`config.mk`:
```
export PLATFORM = sky130hd
export DESIGN_NAME = div_iter_unit
export DESIGN_NICKNAME = d
export VERILOG_FILES = /design/src/rtl/div_pkg.sv /design/src/rtl/div_step.sv /design/src/rtl/div_iter_unit.sv
export SDC_FILE = /design/constraint.sdc
export NUM_CORES = 1
export LEC_CHECK = 0
export ABC_CLOCK_PERIOD_IN_PS = 2950
export BUFFER_PORTS_ARGS = -buffer_cell sky130_fd_sc_hd__buf_2
export CAP_MARGIN = 25
export CORE_MARGIN = 8
export CORE_UTILIZATION = 45
export DETAILED_ROUTE_END_ITERATION = 10
export PLACE_DENSITY = 0.67
export SYNTH_ARGS = -nofsm -noshare
export SYNTH_HDL_FRONTEND = slang
export SYNTH_SLANG_ARGS = --single-unit
```
`constraint.sdc`:
```
create_clock -name clk -period 2.95 [get_ports clk]
set_clock_uncertainty 0.05 [all_clocks]
set_input_delay 0.295 -clock clk [delete_from_list [all_inputs] [get_ports clk]]
set_output_delay 0.295 -clock clk [all_outputs]
set_load 0.01 [all_outputs]
```
`src/rtl/div_pkg.sv`:
```
// Shared types and constants for the iterative restoring divider.
// Used by div_step and div_iter_unit.
package div_pkg;

    localparam int DIV_WIDTH   = 32;
    localparam int DIV_LATENCY = DIV_WIDTH + 2;

    localparam logic [DIV_WIDTH-1:0] DIV0_QUOT = {DIV_WIDTH{1'b1}};

    typedef enum logic [1:0] {
        IDLE,
        CALC,
        FIX,
        DONE
    } div_state_t;

endpackage

```
`src/rtl/div_step.sv`:
```
// One radix-2 restoring step: shift in a dividend bit, trial-subtract
// the divisor and keep the difference only when it does not borrow.
module div_step #(
    parameter int WIDTH = 32
) (
    input  logic [WIDTH-1:0] rem_i,
    input  logic             bit_i,
    input  logic [WIDTH-1:0] dsr_i,
    output logic [WIDTH-1:0] rem_o,
    output logic             q_o
);

    logic [WIDTH:0] shifted;

    always_comb begin
        shifted = {rem_i, bit_i};
        q_o     = shifted >= {1'b0, dsr_i};
        rem_o   = q_o ? WIDTH'(shifted - {1'b0, dsr_i})
                      : shifted[WIDTH-1:0];
    end

endmodule

```
`src/rtl/div_iter_unit.sv`:
```
// Iterative signed/unsigned divider, MIPS DIV/DIVU semantics.
// Optional DIV_EARLY_OUT_EN skips iterations when |divisor| > |dividend|.
module div_iter_unit
    import div_pkg::*;
#(
    parameter int WIDTH = DIV_WIDTH
) (
    input  logic             clk,
    input  logic             rst,
    input  logic             flush,
    input  logic             start,
    input  logic             signed_op,
    input  logic [WIDTH-1:0] dividend,
    input  logic [WIDTH-1:0] divisor,
    output logic             ready,
    output logic             busy,
    output logic             done,
    output logic [WIDTH-1:0] quotient,
    output logic [WIDTH-1:0] remainder,
    output logic             div0
);

    localparam int CW = $clog2(WIDTH + 1);

    div_state_t       state_q, state_d;
    logic [CW-1:0]    cnt_q, cnt_d;
    logic [WIDTH-1:0] rem_q, rem_d;
    logic [WIDTH-1:0] dvd_q, dvd_d;
    logic [WIDTH-1:0] dsr_q, dsr_d;
    logic             q_neg_q, q_neg_d;
    logic             r_neg_q, r_neg_d;
    logic             zero_q, zero_d;
    logic [WIDTH-1:0] quot_q, quot_d;
    logic [WIDTH-1:0] remo_q, remo_d;
    logic             div0_q, div0_d;
    logic             ready_q, ready_d;
    logic             busy_q, busy_d;
    logic             done_q, done_d;

    logic [WIDTH-1:0] abs_x, abs_y;
    logic [WIDTH-1:0] step_rem;
    logic             step_q;

    div_step #(.WIDTH(WIDTH)) u_step (
        .rem_i (rem_q),
        .bit_i (dvd_q[WIDTH-1]),
        .dsr_i (dsr_q),
        .rem_o (step_rem),
        .q_o   (step_q)
    );

    always_comb begin
        state_d = state_q;
        cnt_d   = cnt_q;
        rem_d   = rem_q;
        dvd_d   = dvd_q;
        dsr_d   = dsr_q;
        q_neg_d = q_neg_q;
        r_neg_d = r_neg_q;
        zero_d  = zero_q;
        quot_d  = quot_q;
        remo_d  = remo_q;
        div0_d  = div0_q;

        abs_x = (signed_op && dividend[WIDTH-1]) ? -dividend : dividend;
        abs_y = (signed_op && divisor[WIDTH-1])  ? -divisor  : divisor;

        unique case (state_q)
            IDLE: begin
                if (start) begin
                    rem_d   = '0;
                    dvd_d   = abs_x;
                    dsr_d   = abs_y;
                    q_neg_d = signed_op & (dividend[WIDTH-1] ^ divisor[WIDTH-1]);
                    r_neg_d = signed_op & dividend[WIDTH-1];
                    zero_d  = (divisor == '0);
                    cnt_d   = CW'(WIDTH);
                    state_d = CALC;
`ifdef DIV_EARLY_OUT_EN
                    // quotient is known zero; remainder is the whole dividend
                    if (abs_y > abs_x) begin
                        rem_d   = abs_x;
                        dvd_d   = '0;
                        state_d = FIX;
                    end
`endif
                end
            end
            CALC: begin
                rem_d = step_rem;
                dvd_d = {dvd_q[WIDTH-2:0], step_q};
                cnt_d = cnt_q - CW'(1);
                if (cnt_q == CW'(1)) state_d = FIX;
            end
            FIX: begin
                // a zero divisor leaves |x| in rem, so only the quotient is forced
                quot_d  = zero_q  ? DIV0_QUOT : (q_neg_q ? -dvd_q : dvd_q);
                remo_d  = r_neg_q ? -rem_q : rem_q;
                div0_d  = zero_q;
                state_d = DONE;
            end
            DONE: state_d = IDLE;
            default: state_d = IDLE;
        endcase

        if (flush) begin
            state_d = IDLE;
            quot_d  = quot_q;
            remo_d  = remo_q;
            div0_d  = div0_q;
        end

        ready_d = (state_d == IDLE);
        busy_d  = (state_d == CALC) || (state_d == FIX);
        done_d  = (state_d == DONE);
    end

    always_ff @(posedge clk) begin
        if (rst) begin
            state_q <= IDLE;
            cnt_q   <= '0;
            rem_q   <= '0;
            dvd_q   <= '0;
            dsr_q   <= '0;
            q_neg_q <= 1'b0;
            r_neg_q <= 1'b0;
            zero_q  <= 1'b0;
            quot_q  <= '0;
            remo_q  <= '0;
            div0_q  <= 1'b0;
            ready_q <= 1'b1;
            busy_q  <= 1'b0;
            done_q  <= 1'b0;
        end else begin
            state_q <= state_d;
            cnt_q   <= cnt_d;
            rem_q   <= rem_d;
            dvd_q   <= dvd_d;
            dsr_q   <= dsr_d;
            q_neg_q <= q_neg_d;
            r_neg_q <= r_neg_d;
            zero_q  <= zero_d;
            quot_q  <= quot_d;
            remo_q  <= remo_d;
            div0_q  <= div0_d;
            ready_q <= ready_d;
            busy_q  <= busy_d;
            done_q  <= done_d;
        end
    end

    assign ready     = ready_q;
    assign busy      = busy_q;
    assign done      = done_q;
    assign quotient  = quot_q;
    assign remainder = remo_q;
    assign div0      = div0_q;

endmodule

```
### Word-level counts from Yosys, hierarchy flattened

Cells that the tools add are included.
W data, S select, Z words.

| storage, ports and cells | value |
|---|---|
| bits of input ports | 69 |
| bits in registers | 175 |
| output and inout port bits | 68 |

| operators by class | value |
|---|---|
| add/sub/neg operators | 6 |
| equality and inequality tests | 8 |
| $lt $le $gt $ge | 1 |
| muxes and demuxes | 16 |
| bitwise logic cells | 4 |
| reductions and logical operators | 10 |

Operator list:

| kind | number |
|---|---|
| $mux W32 | 8 |
| $neg A32 Y32 | 4 |
| $pmux W32 S2 | 2 |
| $ge A33 B32 Y1 | 1 |
| $logic_not A32 Y1 | 1 |
| $sub A32 B32 Y32 | 1 |
| $pmux W6 S2 | 1 |
| $eq A2 B2 Y1 const B | 4 |
| $pmux W2 S4 | 1 |
| $eq A6 B1 Y1 const B | 1 |
| $mux W2 | 3 |
| $mux W6 | 1 |
| $reduce_and A2 Y1 | 3 |
| $sub A6 B1 Y6 const B | 1 |
| $eq A2 B1 Y1 const B | 2 |
| $logic_not A2 Y1 | 2 |
| $and A1 B1 Y1 | 2 |
| $logic_and A1 B1 Y1 | 2 |
| $ne A2 B2 Y1 const B | 1 |
| $reduce_bool A2 Y1 | 1 |
| $logic_or A1 B1 Y1 | 1 |
| $not A1 Y1 | 1 |
| $xor A1 B1 Y1 | 1 |

### Logic depth before layout (Yosys ltp)

| depth | value |
|---|---|
| word-level depth | 6 |
| gate-level depth with buffers | 14 |
| gate-level depth less buffers | 14 |

### By module

Synthesis repeated with hierarchy kept, for this count alone.

| second synthesis, totals | value |
|---|---|
| cells, all modules | 1465 |
| area, all modules | 11602.4 um^2 |

Modules (own cells, without submodules):

| module | instances | seq. area each (um^2) | cells each | area each (um^2) |
|---|---|---|---|---|
| div_iter_unit | 1 | 3503.4 | 1142 | 9271.4 |
| div_step | 1 | 0.0 | 323 | 2331.0 |

### Worst setup path after synthesis

Ideal clock, no wire load.

| timing path | value |
|---|---|
| path type | register to register |
| from | register rem_q[7] |
| to | register rem_q[25] |
| stages on the path, launching flop included | 14 |
| library setup time | 128 ps |
| setup slack | 95 ps |
| required time | 2772 ps |
| arrival | 2677 ps |
| clock period less this slack | 2855 ps |
| cell sequence | dfxtp_1 > ha_1 > clkbuf_1 > and4_1 > nand3_1 > a21oi_1 > o31ai_1 > a21oi_1 > o2111ai_1 > a21oi_1 > a21oi_4 > buf_2 > mux2i_1 > o21ai_1 |

| on the way | value |
|---|---|
| word-level cells in the longest chain between the ends | 3 |

Ends and longest elaborated chain:

| what | RTL line | source |
|---|---|---|
| start, declared | div_iter_unit.sv:27 | `logic [WIDTH-1:0] rem_q, rem_d;` |
| start signal, assigned | div_iter_unit.sv:137 | `rem_q <= rem_d;` |
| $sub A32 B32 Y32 or $ge A33 B32 Y1 (tied branches) | div_step.sv:18, div_step.sv:17 |  |
| $mux W32 (*) | div_step.sv:18 | `rem_o = q_o ? WIDTH'(shifted - {1'b0, dsr_i})` |
| $pmux W32 S2 (*) | div_iter_unit.sv:68 | `unique case (state_q)` |

Mark *: on every way between the ends. The rest lies on a longest branch, timed or not.
A chain may end at the register's enable or synchronous reset.

### Worst setup path in the final report

| timing path | value |
|---|---|
| from | register dsr_q[12] |
| to | register rem_q[31] |

| on the way | value |
|---|---|
| word-level cells in the longest chain between the ends | 3 |

Ends and longest elaborated chain:

| what | RTL line | source |
|---|---|---|
| start, declared | div_iter_unit.sv:29 | `logic [WIDTH-1:0] dsr_q, dsr_d;` |
| start signal, assigned | div_iter_unit.sv:139 | `dsr_q <= dsr_d;` |
| $sub A32 B32 Y32 or $ge A33 B32 Y1 (tied branches) | div_step.sv:18, div_step.sv:17 |  |
| $mux W32 (*) | div_step.sv:18 |  |
| $pmux W32 S2 (*) | div_iter_unit.sv:68 |  |

Marked as above.

==> out/summary.json <==
{
  "result_of_the_run": {"value": "completed"},
  "worst_slew_pin_slew": {"value": 886, "unit": "ps"},
  "coreArea": {"value": 23300, "unit": "um2"},
  "dp_worst_setup_slack": {"value": -186, "unit": "ps"},
  "via_count_of_the_first_global_routing_pass": {"value": 9329},
  "die_area": {"value": 28800, "unit": "um2"},
  "crit_fanout": {"value": 10},
  "syn-num-nets": {"value": 1451},
  "ir_worst_vdd": {"value": 346, "unit": "uV"},
  "placementRows": {"value": 56},
  "power_density": {"value": 455, "unit": "nW/um2"},
  "final_critical_path_setup_slack": {"value": 83.2, "unit": "ps"},
  "area_delta_synth_final": {"value": 21.0, "unit": "%"},
  "level_count_of_the_clock_h_tree": {"value": 4},
  "ioPinCount": {"value": 137},
  "num-nets-final": {"value": 1607},
  "worst_skew_pair.late_latency": {"value": 440, "unit": "ps"},
  "globalplace.congestion": {"value": 0.883},
  "crit_arrival": {"value": 3200, "unit": "ps"},
  "max_slew_margin": {"value": 0.410},
  "fin_hold_ws": {"value": 87.1, "unit": "ps"},
  "cell_area_after_synthesis": {"value": 10600, "unit": "um2"},
  "synth.avg_cell_area": {"value": 7.91, "unit": "um2"},
  "die_height": {"value": 170, "unit": "um"},
  "viasPerCell": {"value": 5.45},
  "timing.critical_path.mode_cell": {"value": "a21oi_2"},
  "portBuffers": {"value": 136},
  "crit_buf_inv": {"value": 2},
  "post-route-period-util": {"value": 0.972},
  "routedWlPerCell": {"value": 16.2, "unit": "um"},
  "cts_max_path_buffers": {"value": 2},
  "slew_violations": {"value": 0},
  "cts_root_buffer": {"value": "clkbuf_16"},
  "synth.distinct_cells": {"value": 65},
  "critPathSlowestCell": {"value": "ha_2"},
  "report.power.total": {"value": 0.00584, "unit": "W"},
  "first_pass_iteration_count_of_the_detailed_router": {"value": 5},
  "hpwl": {"value": 22600, "unit": "um"},
  "drc_marker_count_from_the_first_detailed_route_iteration": {"value": 636},
  "die_span_in_x": {"value": 170, "unit": "um"},
  "critPathCaptureType": {"value": "register"},
  "drt-total-wl": {"value": 29600, "unit": "um"},
  "total_negative_slack": {"value": 0, "unit": "ps"},
  "crit_path_cell_chain": {"value": "inv_1, ha_2, nand4_1, o22a_1, o21ai_2, o31ai_4, a21oi_2, o2111ai_2, a21oi_2, a21oi_4, bufbuf_16, o31a_1, nand2_1"},
  "synth_flop_type": {"value": "dfxtp_1"},
  "clock-sinks": {"value": 175},
  "critPathMaxStageDelay": {"value": 380, "unit": "ps"},
  "drv_cap": {"value": 0},
  "cts_tree": {"value": "done"},
  "finalWorstPathRequiredPeriod": {"value": 2870, "unit": "ps"},
  "rr_startpoint": {"value": "dsr_q[12]"},
  "route.antenna.remaining_nets": {"value": 0},
  "cp-startpoint": {"value": "dsr_q[12]"},
  "hold_violations": {"value": 0},
  "globalRoute.totalOverflow": {"value": 0},
  "setup_viol": {"value": 0},
  "postSynthRegisterBits": {"value": 175},
  "netlist_instances": {"value": 1341},
  "pin_count_of_the_biggest_net_entering_global_routing": {"value": 95},
  "worst_setup_hold_path_clk_slew": {"value": 80, "unit": "ps"},
  "routed-via-count": {"value": 9969},
  "detail_route.drc_violations": {"value": 0},
  "ys_seq_area_frac": {"value": 0.330},
  "total_cts_buffers": {"value": 17},
  "antenna_found_initial": {"value": 0},
  "final_layout_size_suffix_gt1_frac": {"value": 0.201},
  "fmax": {"value": 349, "unit": "MHz"},
  "synth_enable_flop_cells": {"value": 0},
  "holdCritPathClass": {"value": "input port to register"},
  "synthArstFlopShare": {"value": 0},
  "cp_top_family": {"value": "compound AO/OA/AOI/OAI gates"},
  "number_of_hold_buffers_added_after_cts": {"value": 0},
  "insertedDiodeCount": {"value": 0},
  "initial_utilization": {"value": 0.455},
  "rsz0062_at_grt": {"value": "yes"},
  "timing.setup.critical_path_class": {"value": "register to register"},
  "grt_use_total": {"value": 0.204},
  "launching_element_type_of_the_critical_path": {"value": "register"},
  "p_leak": {"value": 5.45, "unit": "nW"},
  "critPathRequiredTime": {"value": 3280, "unit": "ps"},
  "yosysWarningCount": {"value": 0},
  "global_route_wire_length_before_repair": {"value": 48100, "unit": "um"},
  "min_from": {"value": "divisor[0]"}
}
cell families (layout without fill, tap and decap cells):
group                    count (synthesis)  count (layout)  synth area share
flip-flops                             175             175             0.330
XOR/XNOR                               143             143             0.118
buffers and inverters                  135             304            0.0486
AND/OR/NAND/NOR                        422             422             0.184
multiplexers                            29              29            0.0276
AO/OA/AOI/OAI                          396             396             0.243
adder cells (fa/ha/maj)                 41              41            0.0490
synthesized netlist by cell type, drive strengths merged (26+ instances only):
library cell / count / area [um2]
o21ai: 83 / 415
xnor2: 73 / 639
mux2i: 27 / 270
a21oi: 94 / 482
a211oi: 58 / 435
xor2: 70 / 613
o31ai: 26 / 200
a22oi: 30 / 225
nor2: 145 / 544
inv: 57 / 214
o22ai: 32 / 206
nand2: 137 / 514
ha: 40 / 500
dfxtp: 175 / 3500
clkbuf: 73 / 274
power breakdown:
| group | total, W | leakage [nW] | internal [W] | switching [W] |
|---|---|---|---|---|
| Combinational | 0.00103 | 3.74 | 0.000431 | 0.000598 |
| Sequential | 0.00252 | 1.42 | 0.00244 | 0.0000755 |
| Clock | 0.00230 | 0.286 | 0.00121 | 0.00109 |
worst reg2reg max path, stage by stage, from the launching register on:
cell and delay (ps):
dfxtp_1 340, inv_1 60, ha_2 380, nand4_1 170, o22a_1 240, o21ai_2 130, o31ai_4 110, a21oi_2 180
o2111ai_2 170, a21oi_2 210, a21oi_4 110, bufbuf_16 310, o31a_1 290, nand2_1 50
flip-flops by register name, indices dropped and copies added, names as in the netlist:
signal	cells
remainder	32
dsr_q	32
div0	1
busy	1
quotient	32
q_neg_q	1
r_neg_q	1
done	1
state_q	2
cnt_q	6
ready	1
rem_q	32
zero_q	1
dvd_q	32
layer usage:
metal / vias to the layer above / wire [um] / GRT usage
li1: 5104 / - / -
met4: 0 / 416 / 0.0523
met5: - / 0 / 0
met1: 4596 / 15000 / 0.289
met2: 242 / 12600 / 0.306
met3: 27 / 1660 / 0.0440
layout by cell type, fill, tap and decap left out, drive strengths merged, types with 30 or more instances in the layout:
cell / count
nand2: 137
nor2: 145
ha: 40
a22oi: 30
inv: 66
xnor2: 73
dfxtp: 175
o22ai: 32
a21oi: 94
buf: 214
o21ai: 83
a211oi: 58
xor2: 70
repair_timing:
action | in CTS | in global routing
setup endpoints to repair | 33 | 36
gates resized for setup | 4 | 31
setup buffers | 3 | 2
pin swaps | 2 | 13
cloned | 1 | 0
per-stage QoR:
step,area [um2],instances,util
5_1_grt,12800,1829,0.550
4_1_cts,12700,1827,0.543
6_report,12800,1829,0.550
2_1_floorplan,10600,1341,-
3_5_place_dp,12000,1791,0.514
3_3_place_gp,12000,1790,0.513
final cells by class:
class,instances,area (um2)
Fill cell,2236,10500
Multi-Input combinational cell,1031,6790
Sequential cell,175,3500
Timing Repair Buffer,215,1350
Clock buffer,17,425
Tap cell,319,399
Inverter,57,214
Clock inverter,15,168
worst paths after layout:
| path | endpoint | slack (ps) | cells after the start |
|---|---|---|---|
| worst min register to register | dsr_q[15] | 410 | 2 |
| worst min-delay path | dsr_q[0] | 90 | 3 |
| worst max register to register | rem_q[31] | 80 | 13 |
| worst max-delay path | rem_q[31] | 80 | 13 |
No activity file was read; power rests on OpenSTA's default activity.
